**config.mk**
```make
export PLATFORM = sky130hd
export DESIGN_NAME = mole_hit_scorer_flat
export DESIGN_NICKNAME = d
export VERILOG_FILES = /design/src/rtl/mole_hit_scorer_if.sv /design/src/rtl/mole_hit_scorer.sv /design/src/flat_wrapper.sv
export SDC_FILE = /design/constraint.sdc
export NUM_CORES = 1
export LEC_CHECK = 0
export BUFFER_PORTS_ARGS = -buffer_cell sky130_fd_sc_hd__buf_2
export CORE_ASPECT_RATIO = 1.1
export CORE_UTILIZATION = 40
export DETAILED_ROUTE_END_ITERATION = 8
export PLACE_DENSITY_LB_ADDON = 0.1
export SLEW_MARGIN = 30
export SYNTH_ARGS = -nofsm -noshare
export SYNTH_HDL_FRONTEND = slang
export SYNTH_SLANG_ARGS = --single-unit
```
**constraint.sdc**
```tcl
create_clock -name CLOCK_50 -period 5.85 [get_ports CLOCK_50]
set_input_delay 0.8775 -clock CLOCK_50 [delete_from_list [all_inputs] [get_ports CLOCK_50]]
set_output_delay 0.8775 -clock CLOCK_50 [all_outputs]
set_load 0.01 [all_outputs]
```
**src/rtl/mole_hit_scorer_if.sv**
```systemverilog
// rtl/mole_hit_scorer_if.sv - mole control bus between generator and scorer
// The generator drives the mole-up pattern; the scorer returns the moles still to draw.
interface mole_hit_scorer_if;
   logic [7:0] ctrl;
   logic [7:0] visible;

   modport master (output ctrl, input visible);
   modport slave (input ctrl, output visible);
endinterface

```
**src/rtl/mole_hit_scorer.sv**
```systemverilog
// rtl/mole_hit_scorer.sv - whack-a-mole hit/miss/escape scorer and game state machine
// Keys are synchronised and edge-detected; classification runs only while playing.
module mole_hit_scorer #(
   parameter int SCORE_W    = 10,
   parameter int MISS_W     = 8,
   parameter int LIVES_INIT = 5
) (
   input  logic               CLOCK_50,
   input  logic               reset,
   input  logic               start,
   input  logic [7:0]         key,
   mole_hit_scorer_if.slave   bus,
   output logic [SCORE_W-1:0] score,
   output logic [MISS_W-1:0]  miss_cnt,
   output logic [2:0]         lives,
   output logic               hit_pulse,
   output logic               miss_pulse,
   output logic               escape_pulse,
   output logic               playing,
   output logic               game_over
);

   localparam logic [2:0] LIVES_RST = 3'(LIVES_INIT);

   typedef enum logic [1:0] {IDLE, PLAY, OVER} state_t;
   state_t state;

   logic [7:0] k1, k2, k3;
   logic [7:0] ctrl_q;
   logic [7:0] whacked;

   logic [7:0] kedge, fall, hit, miss, escape;
   logic [3:0] n_hit, n_miss, n_esc;
   logic [SCORE_W:0] score_sum;
   logic [MISS_W:0]  miss_sum;
   logic [SCORE_W-1:0] score_next;
   logic [MISS_W-1:0]  miss_next;
   logic [2:0] lives_next;

   function automatic logic [3:0] popcount8(input logic [7:0] v);
      logic [3:0] n;
      n = '0;
      for (int i = 0; i < 8; i++)
         n = n + {3'b000, v[i]};
      return n;
   endfunction

   assign kedge  = k2 & ~k3;
   assign fall   = ctrl_q & ~bus.ctrl;
   assign hit    = kedge & bus.ctrl & ~whacked;
   assign miss   = kedge & ~bus.ctrl;
   assign escape = fall & ~whacked;

   assign n_hit  = popcount8(hit);
   assign n_miss = popcount8(miss);
   assign n_esc  = popcount8(escape);

   // Carry out of the extended sum marks saturation.
   assign score_sum  = {1'b0, score} + {{(SCORE_W-3){1'b0}}, n_hit};
   assign miss_sum   = {1'b0, miss_cnt} + {{(MISS_W-3){1'b0}}, n_miss};
   assign score_next = score_sum[SCORE_W] ? '1 : score_sum[SCORE_W-1:0];
   assign miss_next  = miss_sum[MISS_W] ? '1 : miss_sum[MISS_W-1:0];
   assign lives_next = (n_esc >= {1'b0, lives}) ? 3'd0 : lives - n_esc[2:0];

   assign bus.visible = bus.ctrl & ~whacked;

   always_ff @(posedge CLOCK_50 or posedge reset) begin
      if (reset) begin
         state        <= IDLE;
         k1           <= '0;
         k2           <= '0;
         k3           <= '0;
         ctrl_q       <= '0;
         whacked      <= '0;
         score        <= '0;
         miss_cnt     <= '0;
         lives        <= LIVES_RST;
         hit_pulse    <= 1'b0;
         miss_pulse   <= 1'b0;
         escape_pulse <= 1'b0;
         playing      <= 1'b0;
         game_over    <= 1'b0;
      end else begin
         k1           <= key;
         k2           <= k1;
         k3           <= k2;
         ctrl_q       <= bus.ctrl;
         hit_pulse    <= 1'b0;
         miss_pulse   <= 1'b0;
         escape_pulse <= 1'b0;
         case (state)
            IDLE, OVER: begin
               if (start) begin
                  state     <= PLAY;
                  score     <= '0;
                  miss_cnt  <= '0;
                  lives     <= LIVES_RST;
                  whacked   <= '0;
                  playing   <= 1'b1;
                  game_over <= 1'b0;
               end
            end
            PLAY: begin
               score        <= score_next;
               miss_cnt     <= miss_next;
               lives        <= lives_next;
               // A lowered mole always starts its next appearance un-whacked.
               whacked      <= (whacked | hit) & bus.ctrl;
               hit_pulse    <= |hit;
               miss_pulse   <= |miss;
               escape_pulse <= |escape;
               if (lives_next == 3'd0) begin
                  state     <= OVER;
                  playing   <= 1'b0;
                  game_over <= 1'b1;
               end
            end
            default: begin
               state     <= IDLE;
               playing   <= 1'b0;
               game_over <= 1'b0;
            end
         endcase
      end
   end

endmodule

```
**src/flat_wrapper.sv**
```systemverilog
// flat-port wrapper written by rule: the top's interface ports become plain ports
module mole_hit_scorer_flat 
#(
   parameter int SCORE_W    = 10,
   parameter int MISS_W     = 8,
   parameter int LIVES_INIT = 5
)
  (CLOCK_50, reset, start, key, score, miss_cnt, lives, hit_pulse, miss_pulse, escape_pulse, playing, game_over, bus_ctrl, bus_visible);
  mole_hit_scorer_if bus_i ();
  input  logic CLOCK_50;
  input  logic reset;
  input  logic start;
  input  logic [7:0] key;
  output logic [SCORE_W-1:0] score;
  output logic [MISS_W-1:0] miss_cnt;
  output logic [2:0] lives;
  output logic hit_pulse;
  output logic miss_pulse;
  output logic escape_pulse;
  output logic playing;
  output logic game_over;
  input wire logic [$bits(bus_i.ctrl)-1:0] bus_ctrl;
  output wire logic [$bits(bus_i.visible)-1:0] bus_visible;
  assign bus_i.ctrl = bus_ctrl;
  assign bus_visible = bus_i.visible;
  mole_hit_scorer #(.SCORE_W(SCORE_W), .MISS_W(MISS_W), .LIVES_INIT(LIVES_INIT)) u_core (.CLOCK_50(CLOCK_50), .reset(reset), .start(start), .key(key), .bus(bus_i), .score(score), .miss_cnt(miss_cnt), .lives(lives), .hit_pulse(hit_pulse), .miss_pulse(miss_pulse), .escape_pulse(escape_pulse), .playing(playing), .game_over(game_over));
endmodule
```
**Word-level counts from Yosys, hierarchy flattened**

Index checks and enable logic that the tools add are counted.

- Magnitude comparators: 1
- Eq/ne operators: 4
- Bitwise gates (word level): 12
- Add/sub/neg operators: 24
- Muxes and demuxes: 22
- Reductions and logical operators: 9

Operator list:

| kind | count |
|---|---|
| $add A4 B1 Y4 | 18 |
| $and A8 B8 Y8 | 8 |
| $pmux W8 S2 | 2 |
| $not A8 Y8 | 3 |
| $reduce_or A8 Y1 | 3 |
| $mux W10 | 2 |
| $pmux W10 S2 | 1 |
| $mux W8 | 2 |
| $add A10 B4 Y11 | 1 |
| $add A8 B4 Y9 | 1 |
| $or A8 B8 Y8 | 1 |
| $mux W1 | 7 |
| $add A1 B1 Y2 | 3 |
| $mux W3 | 2 |
| $pmux W3 S2 | 1 |
| $ge A4 B3 Y1 | 1 |
| $mux W2 | 2 |
| $pmux W1 S2 | 2 |
| $pmux W2 S2 | 1 |
| $reduce_and A2 Y1 | 2 |
| $logic_not A3 Y1 | 1 |
| $sub A3 B3 Y3 | 1 |
| $eq A2 B1 Y1 const B | 1 |
| $eq A2 B2 Y1 const B | 1 |
| other kinds (5) | 5 |

- Output and inout port bits: 34
- Logic and storage cells: 86
- Bits of input ports: 19
- Bits in registers: 68

**Logic depth before layout (Yosys ltp)**

Gate-level depths: netlist of the first run.

- Depth after elaboration: 15
- Depth in mapped cells: 17
- Mapped depth without buffers: 17

**Worst setup path before layout of the first run**

OpenSTA, ideal clock, no wires.

- Path kind: input to register
- Start point: in bus_ctrl[1]
- End point: reg u_core.score[6]
- Setup time: 0.099 ns
- Stages on the path: 13
- Required time: 5.751 ns
- Arrival: 4.667 ns
- Path buffers: 0
- Slack: 1.084 ns
- Cell sequence: nor2b_1 > and2_1 > ha_1 > inv_1 > fa_1 > fa_1 > fa_1 > fa_1 > fa_1 > nand2b_1 > a211oi_4 > a21oi_1 > a311oi_1

- Longest elaborated chain between the ends: 12

Ends and longest elaborated chain:

| element | line | text |
|---|---|---|
| from (decl) | flat_wrapper.sv:22 | `input wire logic [$bits(bus_i.ctrl)-1:0] bus_ctrl;` |
| $and A8 B8 Y8 (2 in a row) | mole_hit_scorer.sv:50 | `assign hit = kedge & bus.ctrl & ~whacked;` |
| $add A1 B1 Y2 | mole_hit_scorer.sv:44 | `n = n + {3'b000, v[i]};` |
| $add A4 B1 Y4 (6 in a row) | mole_hit_scorer.sv:44 |  |
| $add A10 B4 Y11 | mole_hit_scorer.sv:59 | `assign score_sum = {1'b0, score} + {{(SCORE_W-3){1'b0}}, n_hit};` |
| $mux W10 | mole_hit_scorer.sv:61 | `assign score_next = score_sum[SCORE_W] ? '1 : score_sum[SCORE_W-1:0];` |
| $pmux W10 S2 | mole_hit_scorer.sv:91 | `case (state)` |
| to (signal assigned) | mole_hit_scorer.sv:104 | `score <= score_next;` |
| to (decl) | mole_hit_scorer.sv:13 | `output logic [SCORE_W-1:0] score,` |

Every way passes these cells.
A chain may end at the register's enable or synchronous reset.

**Worst setup path in the final report of the first run**

- Start point: in bus_ctrl[1]
- End point: reg u_core.score[7]

The elaborated chain is that of the path after synthesis.

==> results of run 1 <==
[metrics by stage]
step | setup slack (ns) | util (%) | total power (W) | std cells
2_1_floorplan | 1.08 | - | 0.00115 | 345
3_3_place_gp | 0.874 | 45.4 | 0.00134 | 504
3_5_place_dp | 0.791 | 45.5 | 0.00136 | 504
4_1_cts | 1.16 | 48.5 | 0.00188 | 520
5_1_grt | 0.942 | 48.6 | 0.00201 | 520
6_report | 1.15 | 48.6 | 0.00185 | 520
[final cells by class]
type                    instances  area (um^2)
multi-input cells             230         1780
repair buffers                 53          272
flip-flops and latches         67         1680
clock buffers                  10          128
fillers                       841         4540
clock inverters                 6          138
well taps                     114          143
inverters                      40          150
[cells in the mapped netlist, drive strengths merged (6+ instances only)]
master  instances
fa             15
nand2b          9
nor2b          23
inv            40
dfrtp          65
nand2          32
o211ai          9
o21ai           6
a31oi           7
ha             24
nor2           17
a21oi          23
[report_power, final]
group / switching, W / internal, W / total [W]
Sequential: 0.0000807 / 0.000555 / 0.000636
Clock: 0.000183 / 0.000328 / 0.000511
Combinational: 0.000416 / 0.000291 / 0.000707
Total: 0.000680 / 0.00117 / 0.00185
[cells by family after synthesis]
family / Yosys count / synth area share [%]
buffers and inverters: 48 / 5.16
AOI/OAI and AO/OA: 69 / 13.2
xor gates and xnor gates: 7 / 1.69
adders and majority gates: 39 / 16.5
DFF: 67 / 46.2
and+or+nand+nor: 115 / 17.2
[flip-flops by register name (all words and copies together), names as in the netlist]
signal / count
u_core.game_over: 1
u_core.state: 1
u_core.whacked: 8
u_core.k2: 8
u_core.k3: 8
u_core.hit_pulse: 1
u_core.score: 10
u_core.miss_pulse: 1
u_core.playing: 1
u_core.k1: 8
u_core.lives: 3
u_core.escape_pulse: 1
u_core.ctrl_q: 8
u_core.miss_cnt: 8
[layer usage]
| layer | track usage (%) | vias up | share of wire, % |
|---|---|---|---|
| met3 | 3.42 | 14 | 3.5 |
| met4 | 8.28 | 0 | 2.5 |
| met5 | 0 | - | 0 |
| li1 | - | 1283 | - |
| met1 | 22.1 | 1249 | 46 |
| met2 | 28.2 | 59 | 48 |
[critical path, stage by stage]
cell and delay, ns:
sky130_fd_sc_hd__buf_2 0.12, sky130_fd_sc_hd__nor2b_1 0.13, sky130_fd_sc_hd__and2_1 0.15, sky130_fd_sc_hd__ha_1 0.29
sky130_fd_sc_hd__inv_1 0.07, sky130_fd_sc_hd__fa_1 0.44, sky130_fd_sc_hd__fa_1 0.51, sky130_fd_sc_hd__fa_1 0.45
sky130_fd_sc_hd__fa_1 0.50, sky130_fd_sc_hd__fa_1 0.46, sky130_fd_sc_hd__nand2b_1 0.23, sky130_fd_sc_hd__a21oi_1 0.23
sky130_fd_sc_hd__nand3_2 0.18, sky130_fd_sc_hd__a311oi_1 0.31
[worst min path at each step]
stage                      start            to  depth (start not counted)
floorplan           u_core.k1[0]  u_core.k2[0]                          0
CTS                 u_core.k1[6]  u_core.k2[6]                          0
global route        u_core.k1[4]  u_core.k2[4]                          0
global placement    u_core.k1[5]  u_core.k2[5]                          0
detailed placement  u_core.k1[2]  u_core.k2[2]                          0
finish              u_core.k1[6]  u_core.k2[6]                          0
==> reports/metrics.csv, run 1 <==
stage,metric,value,unit
synth,synth-main-ff-cell,sky130_fd_sc_hd__dfrtp_1,
finish,post_route_cells_drive_above_1_share,19.7,%
routing,route.antenna.remaining_nets,0,
global_route,globalRoute.totalOverflow,0,
synth,synthArstFlopShare,100,%
routing,viasPerCell,5.01,
routing,first_iter_violations,94,
critical_path,cp-startpoint,bus_ctrl[1],
clock_network,h-tree-depth,3,
floorplanning,io-pin-count,53,
floorplanning,placeableCoreArea,0.00883,mm^2
global_route,grt_start_max_net_pins,68,
floorplanning,chipHeight,102,um
critical_path,critPathRequiredTime,6.09,ns
floorplanning,dieWidth,92.9,um
critical_path,critical_path.startpoint_type,input port,
routing,drt-pass1-iter-count,4,
critical_path,critPathArrivalTime,4.94,ns
clock_network,worst_setup_hold_path_clk_slew,0.07,ns
timing,timing.clock.skew,0.00771,ns
timing,grt_setup_unrepaired,no,
floorplanning,die-area,0.00948,mm^2
synth,synth_top_cells_by_area,"sky130_fd_sc_hd__dfrtp_1 (45%), sky130_fd_sc_hd__fa_1 (8.3%), sky130_fd_sc_hd__ha_1 (8.3%), sky130_fd_sc_hd__inv_1 (4.1%), sky130_fd_sc_hd__nor2b_1 (3.8%)",
synth,synth.yosys.warnings,0,
synth,post-synth-top-area-cell,sky130_fd_sc_hd__dfrtp_1,
critical_path,critical_path.max_fanout,6,
routing,drt-total-wl,7470,um
timing,relSlewSlack,54.6,%
critical_path,rrSetupSlack,1.41,ns
finish,n_antenna_cell,0,
timing,hold_viol,0,
timing,max_slew.worst_pin.slew,0.680,ns
finish,num-nets-final,459,
clock_network,tritoncts,yes,
timing,achievable-frequency,0.213,GHz
clock_network,cts_inserted_buffers,9,
finish,mostFrequentLayoutCell,sky130_fd_sc_hd__dfrtp_1,
timing,setup_viol,0,
critical_path,launch_instance_of_the_worst_register_to_register_path,u_core.k2[1],
clock_network,cts.sink_count,67,
synth,synthCells,345,
pwr,cellLeakagePower,2.07,nW
clock_network,post-cts-setup-buffer-count,0,
timing,slew_viol_final,0,
critical_path,worst-r2r-cell-count,13,
outcome,outcome,finished clean,
hold_path,worst_hold_class,reg2reg,
pwr,power_per_cell_area,432,mW/mm^2
global_route,grt_first_pass_wirelength,12400,um
placement,hpwlAfterDp,5470,um
placement,placement.cell_area,0.00402,mm^2
timing,period_needed,4.70,ns
finish,area_growth,17.9,%
synth,post-synth-top-area-fraction,44.7,%
clock_network,cts_root_buffer,sky130_fd_sc_hd__clkbuf_8,
placement,place_congestion,0.751,
placement,placement.io_buffers,52,
clock_network,cts_resized,0,
synth,synthesis.area,0.00364,mm^2
pwr,peakVddDrop,160,uV
flow_run,maxCapViolations,0,
timing,setup_total_negative_slack,0,ns
timing,whs,0.351,ns
synth,avgSynthCellArea,10.5,um^2
floorplanning,floorplan.initialDensity,41.2,%
finish,postLayoutCellArea,0.00429,mm^2
global_route,antenna_found_initial,0,
floorplanning,rows,36,
timing,final_min_period_over_clock_period,80.3,%
synth,mappedNetlistNets,403,
finish,mostFrequentLayoutCells,"sky130_fd_sc_hd__dfrtp_1 (65), sky130_fd_sc_hd__buf_2 (52), sky130_fd_sc_hd__inv_1 (39)",
synth,postSynthRegisterBits,67,
critical_path,crit_type,in2reg,
clock_network,cts.path.max_buffers,2,
critical_path,regToRegEndpoint,u_core.score[7],
global_route,overall_global_routing_resource_usage,17.3,%
global_route,via_count_of_the_first_global_routing_pass,2494,
critical_path,setup.worst_path.end,u_core.score[7],
routing,drcViolationCount,0,
routing,routed-via-count,2605,
synth,synth.distinct_cells,47,
synth,synth-seq-area-share,46.2,%
clock_network,clock_insertion_delay_worst_skew,0.34,ns
critical_path,crit_path_end_kind,flop,
clock_network,cts_hold_repair.buffers,0,
routing,wire_length_per_cell,14.4,um
synth,post_synth_edffs,0,
No activity file was read; power rests on OpenSTA's default activity.
==> run 2: changes to the inputs <==
==> constraint.sdc (replaced) <==
create_clock -name CLOCK_50 -period 4.1 [get_ports CLOCK_50]
set_input_delay 0.615 -clock CLOCK_50 [delete_from_list [all_inputs] [get_ports CLOCK_50]]
set_output_delay 0.615 -clock CLOCK_50 [all_outputs]
set_load 0.01 [all_outputs]
==> reports/metrics.csv, run 2 (same netlist as run 1, synthesis figures left out) <==
stage,metric,value,unit
floorplanning,placeableCoreArea,0.00883,mm^2
routing,routed-via-count,2772,
timing,whs,0.346,ns
finish,area_growth,31.8,%
global_route,via_count_of_the_first_global_routing_pass,2784,
floorplanning,chipHeight,102,um
clock_network,h-tree-depth,3,
routing,drt-pass1-iter-count,4,
placement,place_congestion,0.841,
critical_path,worst-r2r-cell-count,15,
critical_path,launch_instance_of_the_worst_register_to_register_path,u_core.whacked[0],
critical_path,critical_path.startpoint_type,flop,
clock_network,tritoncts,yes,
floorplanning,die-area,0.00948,mm^2
timing,max_slew.worst_pin.slew,0.689,ns
critical_path,crit_type,reg2reg,
finish,n_antenna_cell,0,
critical_path,crit_path_end_kind,flop,
hold_path,worst_hold_class,in2async,
outcome,violated_checks,setup timing,
global_route,grt_first_pass_wirelength,13100,um
critical_path,critPathArrivalTime,4.36,ns
timing,setup_viol,1,
global_route,globalRoute.totalOverflow,0,
floorplanning,io-pin-count,53,
routing,drt-total-wl,7980,um
pwr,power_per_cell_area,589,mW/mm^2
timing,slew_viol_final,0,
finish,post_route_cells_drive_above_1_share,36.3,%
timing,hold_viol,0,
global_route,overall_global_routing_resource_usage,18.5,%
outcome,outcome,finished with violations,
floorplanning,rows,36,
timing,period_needed,4.12,ns
flow_run,maxCapViolations,0,
placement,placement.io_buffers,52,
critical_path,critical_path.max_fanout,6,
routing,wire_length_per_cell,14.3,um
placement,hpwlAfterDp,5800,um
routing,drcViolationCount,0,
routing,first_iter_violations,59,
floorplanning,floorplan.initialDensity,41.2,%
clock_network,clock_insertion_delay_worst_skew,0.35,ns
clock_network,cts_root_buffer,sky130_fd_sc_hd__clkbuf_8,
global_route,grt_start_max_net_pins,42,
pwr,peakVddDrop,267,uV
finish,final_core_util,54.3,%
timing,final.setup.worst_slack,-0.0233,ns
clock_network,worst_setup_hold_path_clk_slew,0.07,ns
routing,route.antenna.remaining_nets,0,
finish,largest_register_ffs,10,
timing,achievable-frequency,0.243,GHz
timing,grt_setup_unrepaired,yes,
critical_path,critPathRequiredTime,4.33,ns
clock_network,cts_inserted_buffers,9,
timing,final_min_period_over_clock_period,101,%
finish,largest_register,u_core.score,
timing,relSlewSlack,54.0,%
floorplanning,dieWidth,92.9,um
critical_path,rrSetupSlack,-0.02,ns
finish,num-nets-final,497,
critical_path,regToRegEndpoint,u_core.game_over,
timing,timing.clock.skew,0.0121,ns
finish,mostFrequentLayoutCells,"sky130_fd_sc_hd__dfrtp_1 (65), sky130_fd_sc_hd__buf_2 (52), sky130_fd_sc_hd__buf_4 (35)",
finish,mostFrequentLayoutCell,sky130_fd_sc_hd__dfrtp_1,
pwr,cellLeakagePower,2.28,nW
routing,viasPerCell,4.98,
global_route,antenna_found_initial,0,
clock_network,cts.sink_count,67,
clock_network,cts.path.max_buffers,2,
## run 2: changes by cell type in the layout (fill, tap and decap cells not counted), moves of 5 or more
cell,before,now
sky130_fd_sc_hd__a21oi_1,22,15
sky130_fd_sc_hd__inv_1,39,34
sky130_fd_sc_hd__fa_1,15,8
sky130_fd_sc_hd__buf_4,0,35
sky130_fd_sc_hd__fa_2,0,7
## run 2: timing repair
action	in CTS	in global routing
gates resized for setup	14	35
hold buffers	0	0
pin swaps	17	28
setup buffers	5	4
setup endpoints to repair	16	23
## run 2: where the power goes
group          leakage [nW]  internal [W]  switching, W
clock network        0.0996      0.000341      0.000250
logic                  1.35      0.000624      0.000690
registers             0.829      0.000792      0.000126
total                  2.28       0.00176       0.00107
## run 2: worst max-delay path by stage
stage                                  from                 end  slack, ns  depth (start not counted)
after floorplan                 bus_ctrl[0]    u_core.game_over      -0.17                         15
after global placement          bus_ctrl[0]  u_core.miss_cnt[6]      -0.39                         17
after detailed placement        bus_ctrl[0]  u_core.miss_cnt[6]      -0.41                         17
after CTS                 u_core.whacked[1]    u_core.game_over      -0.03                         16
after global routing      u_core.whacked[0]    u_core.game_over      -0.17                         15
final                     u_core.whacked[0]    u_core.game_over      -0.02                         15
## run 2: final cells by class
class,instances,area [um^2]
timing repair buffer,91,568
inverter,40,151
clock buffer,11,131
tap,114,143
multi-input combinational,230,2040
clock inverter,4,76.3
sequential,67,1680
fill,795,4040
## run 2: routing by layer
metal / vias up / global-route usage [%] / part of all wire, % / wire, um
met2: 54 / 31.8 / 51 / 4090
li1: 1358 / - / - / -
met3: 16 / 4.76 / 3.3 / 262
met4: 0 / 8.52 / 2.4 / 191
met5: - / 0 / 0 / 0
met1: 1344 / 21.7 / 43 / 3430
## run 2: per-stage QoR
| step | power [W] | setup TNS (ns) | instance area, um^2 | setup slack [ns] | cells |
|---|---|---|---|---|---|
| final | 0.00282 | -0.0233 | 4790 | -0.0233 | 557 |
| after global placement | 0.00206 | -6.21 | 4260 | -0.388 | 533 |
| after CTS | 0.00275 | -0.0268 | 4570 | -0.0268 | 553 |
| after global routing | 0.00306 | -1.66 | 4790 | -0.171 | 557 |
| after floorplan | 0.00166 | -0.585 | 3670 | -0.174 | 345 |
| after detailed placement | 0.00208 | -7.02 | 4270 | -0.406 | 533 |
## run 2: critical path: stages, from the launching register on
cell and delay (ns):
sky130_fd_sc_hd__dfrtp_1 0.40, sky130_fd_sc_hd__nor2_1 0.07, sky130_fd_sc_hd__and2_1 0.16, sky130_fd_sc_hd__ha_1 0.29, sky130_fd_sc_hd__inv_2 0.04, sky130_fd_sc_hd__fa_1 0.47, sky130_fd_sc_hd__inv_1 0.05, sky130_fd_sc_hd__fa_1 0.47
sky130_fd_sc_hd__inv_1 0.05, sky130_fd_sc_hd__fa_2 0.34, sky130_fd_sc_hd__fa_1 0.50, sky130_fd_sc_hd__inv_1 0.05, sky130_fd_sc_hd__ha_1 0.28, sky130_fd_sc_hd__a21o_1 0.17, sky130_fd_sc_hd__a221o_2 0.39, sky130_fd_sc_hd__o32a_1 0.29
==> run 3: changes to the inputs <==
==> constraint.sdc (replaced) <==
create_clock -name CLOCK_50 -period 4.1 [get_ports CLOCK_50]
set_input_delay 0.615 -clock CLOCK_50 [delete_from_list [all_inputs] [get_ports CLOCK_50]]
set_output_delay 0.615 -clock CLOCK_50 [all_outputs]
set_load 0.005 [all_outputs]
==> reports/metrics.csv, run 3 (same netlist as run 1, synthesis figures left out) <==
stage,metric,value,unit
clock_network,cts.sink_count,67,
global_route,globalRoute.totalOverflow,0,
critical_path,critical_path.max_fanout,6,
pwr,power_switching,0.00106,W
pwr,power_per_cell_area,582,mW/mm^2
timing,hold_viol,0,
hold_path,worst_hold_class,reg2reg,
routing,wire_length_per_cell,14.5,um
clock_network,worst_setup_hold_path_clk_slew,0.08,ns
pwr,power.share.switching,37.8,%
routing,first_iter_violations,85,
finish,largest_register,u_core.score,
global_route,overall_global_routing_resource_usage,18.4,%
floorplanning,dieWidth,92.9,um
finish,mostFrequentLayoutCell,sky130_fd_sc_hd__dfrtp_1,
finish,largest_register_ffs,10,
critical_path,critPathArrivalTime,4.31,ns
timing,relSlewSlack,49.0,%
timing,final_min_period_over_clock_period,99.4,%
floorplanning,rows,36,
routing,drcViolationCount,0,
finish,num-nets-final,503,
critical_path,crit_path_end_kind,flop,
clock_network,h-tree-depth,3,
critical_path,regToRegEndpoint,u_core.game_over,
floorplanning,floorplan.initialDensity,41.2,%
critical_path,critPathRequiredTime,4.33,ns
pwr,share_seq_of_total_power,32.5,%
routing,route.antenna.remaining_nets,0,
routing,routed-via-count,2795,
floorplanning,die-area,0.00948,mm^2
critical_path,crit_type,reg2reg,
global_route,antenna_found_initial,0,
clock_network,cts_inserted_buffers,9,
pwr,p_comb_share,48.6,%
outcome,outcome,finished clean,
routing,viasPerCell,4.96,
critical_path,critical_path.startpoint_type,flop,
clock_network,cts.path.max_buffers,2,
finish,mostFrequentLayoutCells,"sky130_fd_sc_hd__dfrtp_1 (65), sky130_fd_sc_hd__buf_2 (51), sky130_fd_sc_hd__buf_4 (42)",
timing,whs,0.350,ns
timing,slew_viol_final,0,
placement,place_congestion,0.857,
global_route,via_count_of_the_first_global_routing_pass,2829,
critical_path,cp-startpoint,u_core.whacked[0],
timing,setup_viol,0,
placement,hpwlAfterDp,5710,um
finish,final_core_util,54.7,%
critical_path,launch_instance_of_the_worst_register_to_register_path,u_core.whacked[0],
flow_run,maxCapViolations,0,
timing,timing.clock.skew,0.00964,ns
clock_network,clock_insertion_delay_worst_skew,0.34,ns
floorplanning,placeableCoreArea,0.00883,mm^2
clock_network,cts_hold_repair.buffers,0,
global_route,grt_first_pass_wirelength,13300,um
hold_path,hold-path-endpoint,u_core.k2[7],
timing,max_slew.worst_pin.slew,0.764,ns
floorplanning,io-pin-count,53,
placement,placement.io_buffers,52,
clock_network,tritoncts,yes,
pwr,clock_power_share,18.9,%
timing,achievable-frequency,0.245,GHz
pwr,cellLeakagePower,2.30,nW
timing,grt_setup_unrepaired,yes,
finish,post_route_cells_drive_above_1_share,38.3,%
critical_path,worst-r2r-cell-count,15,
hold_path,whs_path_depth,0,
global_route,grt_start_max_net_pins,45,
floorplanning,chipHeight,102,um
routing,drt-total-wl,8150,um
hold_path,timing.hold.worst.start,u_core.k1[7],
routing,drt-pass1-iter-count,4,
clock_network,cts_root_buffer,sky130_fd_sc_hd__clkbuf_8,
timing,period_needed,4.07,ns
finish,n_antenna_cell,0,
pwr,peakVddDrop,235,uV
pwr,internal_power,0.00175,W
critical_path,rrSetupSlack,0.03,ns
finish,area_growth,32.9,%
==> run 3: worst max path at each step <==
stage / endpoint / slack [ns] / cells after the start
global placement: u_core.game_over / -0.37 / 17
detailed placement: u_core.miss_cnt[6] / -0.43 / 17
global route: u_core.miss_cnt[5] / -0.12 / 17
finish: u_core.game_over / 0.03 / 15
floorplan: u_core.game_over / -0.17 / 15
CTS: u_core.game_over / -0.01 / 16
==> run 3: area by class of cell <==
type / count / area (um^2)
well taps: 114 / 143
clock buffers: 11 / 131
inverters: 40 / 151
fillers: 829 / 4000
clock inverters: 4 / 52.6
flip-flops and latches: 67 / 1680
multi-input cells: 230 / 2060
repair buffers: 97 / 616
==> run 3: stage by stage <==
stage	worst slack [ns]	total power (W)	setup TNS (ns)	instances	instance area [um^2]
final	0.0258	0.00281	0	563	4830
after global routing	-0.120	0.00304	-0.730	563	4830
after CTS	-0.0121	0.00270	-0.0121	555	4610
after floorplan	-0.173	0.00162	-0.676	345	3670
after detailed placement	-0.426	0.00203	-7.34	530	4240
after global placement	-0.371	0.00201	-6.49	530	4240
==> run 3: repair_timing <==
action                                  in CTS  in global routing
pin swaps                                   27                 27
endpoints found under the setup margin      18                 24
buffers inserted                            10                  8
resized for setup                           22                 35
==> run 3: power groups by stage <==
stage                     combinational, W  clock (W)  sequential, W
final                              0.00137   0.000532       0.000914
after global routing               0.00153   0.000579       0.000932
after CTS                          0.00123   0.000552       0.000913
after detailed placement           0.00111          0       0.000924
after global placement             0.00109          0       0.000915
after floorplan                   0.000735          0       0.000889
==> run 3: worst max-delay path: stages, from the launching register on <==
cell and delay, ns:
sky130_fd_sc_hd__dfrtp_1 0.38, sky130_fd_sc_hd__nor2_1 0.06, sky130_fd_sc_hd__and2_4 0.14, sky130_fd_sc_hd__ha_4 0.26, sky130_fd_sc_hd__inv_2 0.03, sky130_fd_sc_hd__fa_1 0.46, sky130_fd_sc_hd__inv_1 0.05, sky130_fd_sc_hd__fa_1 0.47
sky130_fd_sc_hd__inv_1 0.05, sky130_fd_sc_hd__fa_2 0.34, sky130_fd_sc_hd__fa_1 0.51, sky130_fd_sc_hd__inv_1 0.05, sky130_fd_sc_hd__ha_1 0.28, sky130_fd_sc_hd__a21o_1 0.18, sky130_fd_sc_hd__a221o_1 0.39, sky130_fd_sc_hd__o32a_1 0.31
==> run 3: layer usage <==
metal  global-route usage (%)  share of wire [%]
met5                        0                  0
met3                     4.24                2.8
met1                     22.0                 44
met4                     6.51                1.2
met2                     32.5                 52
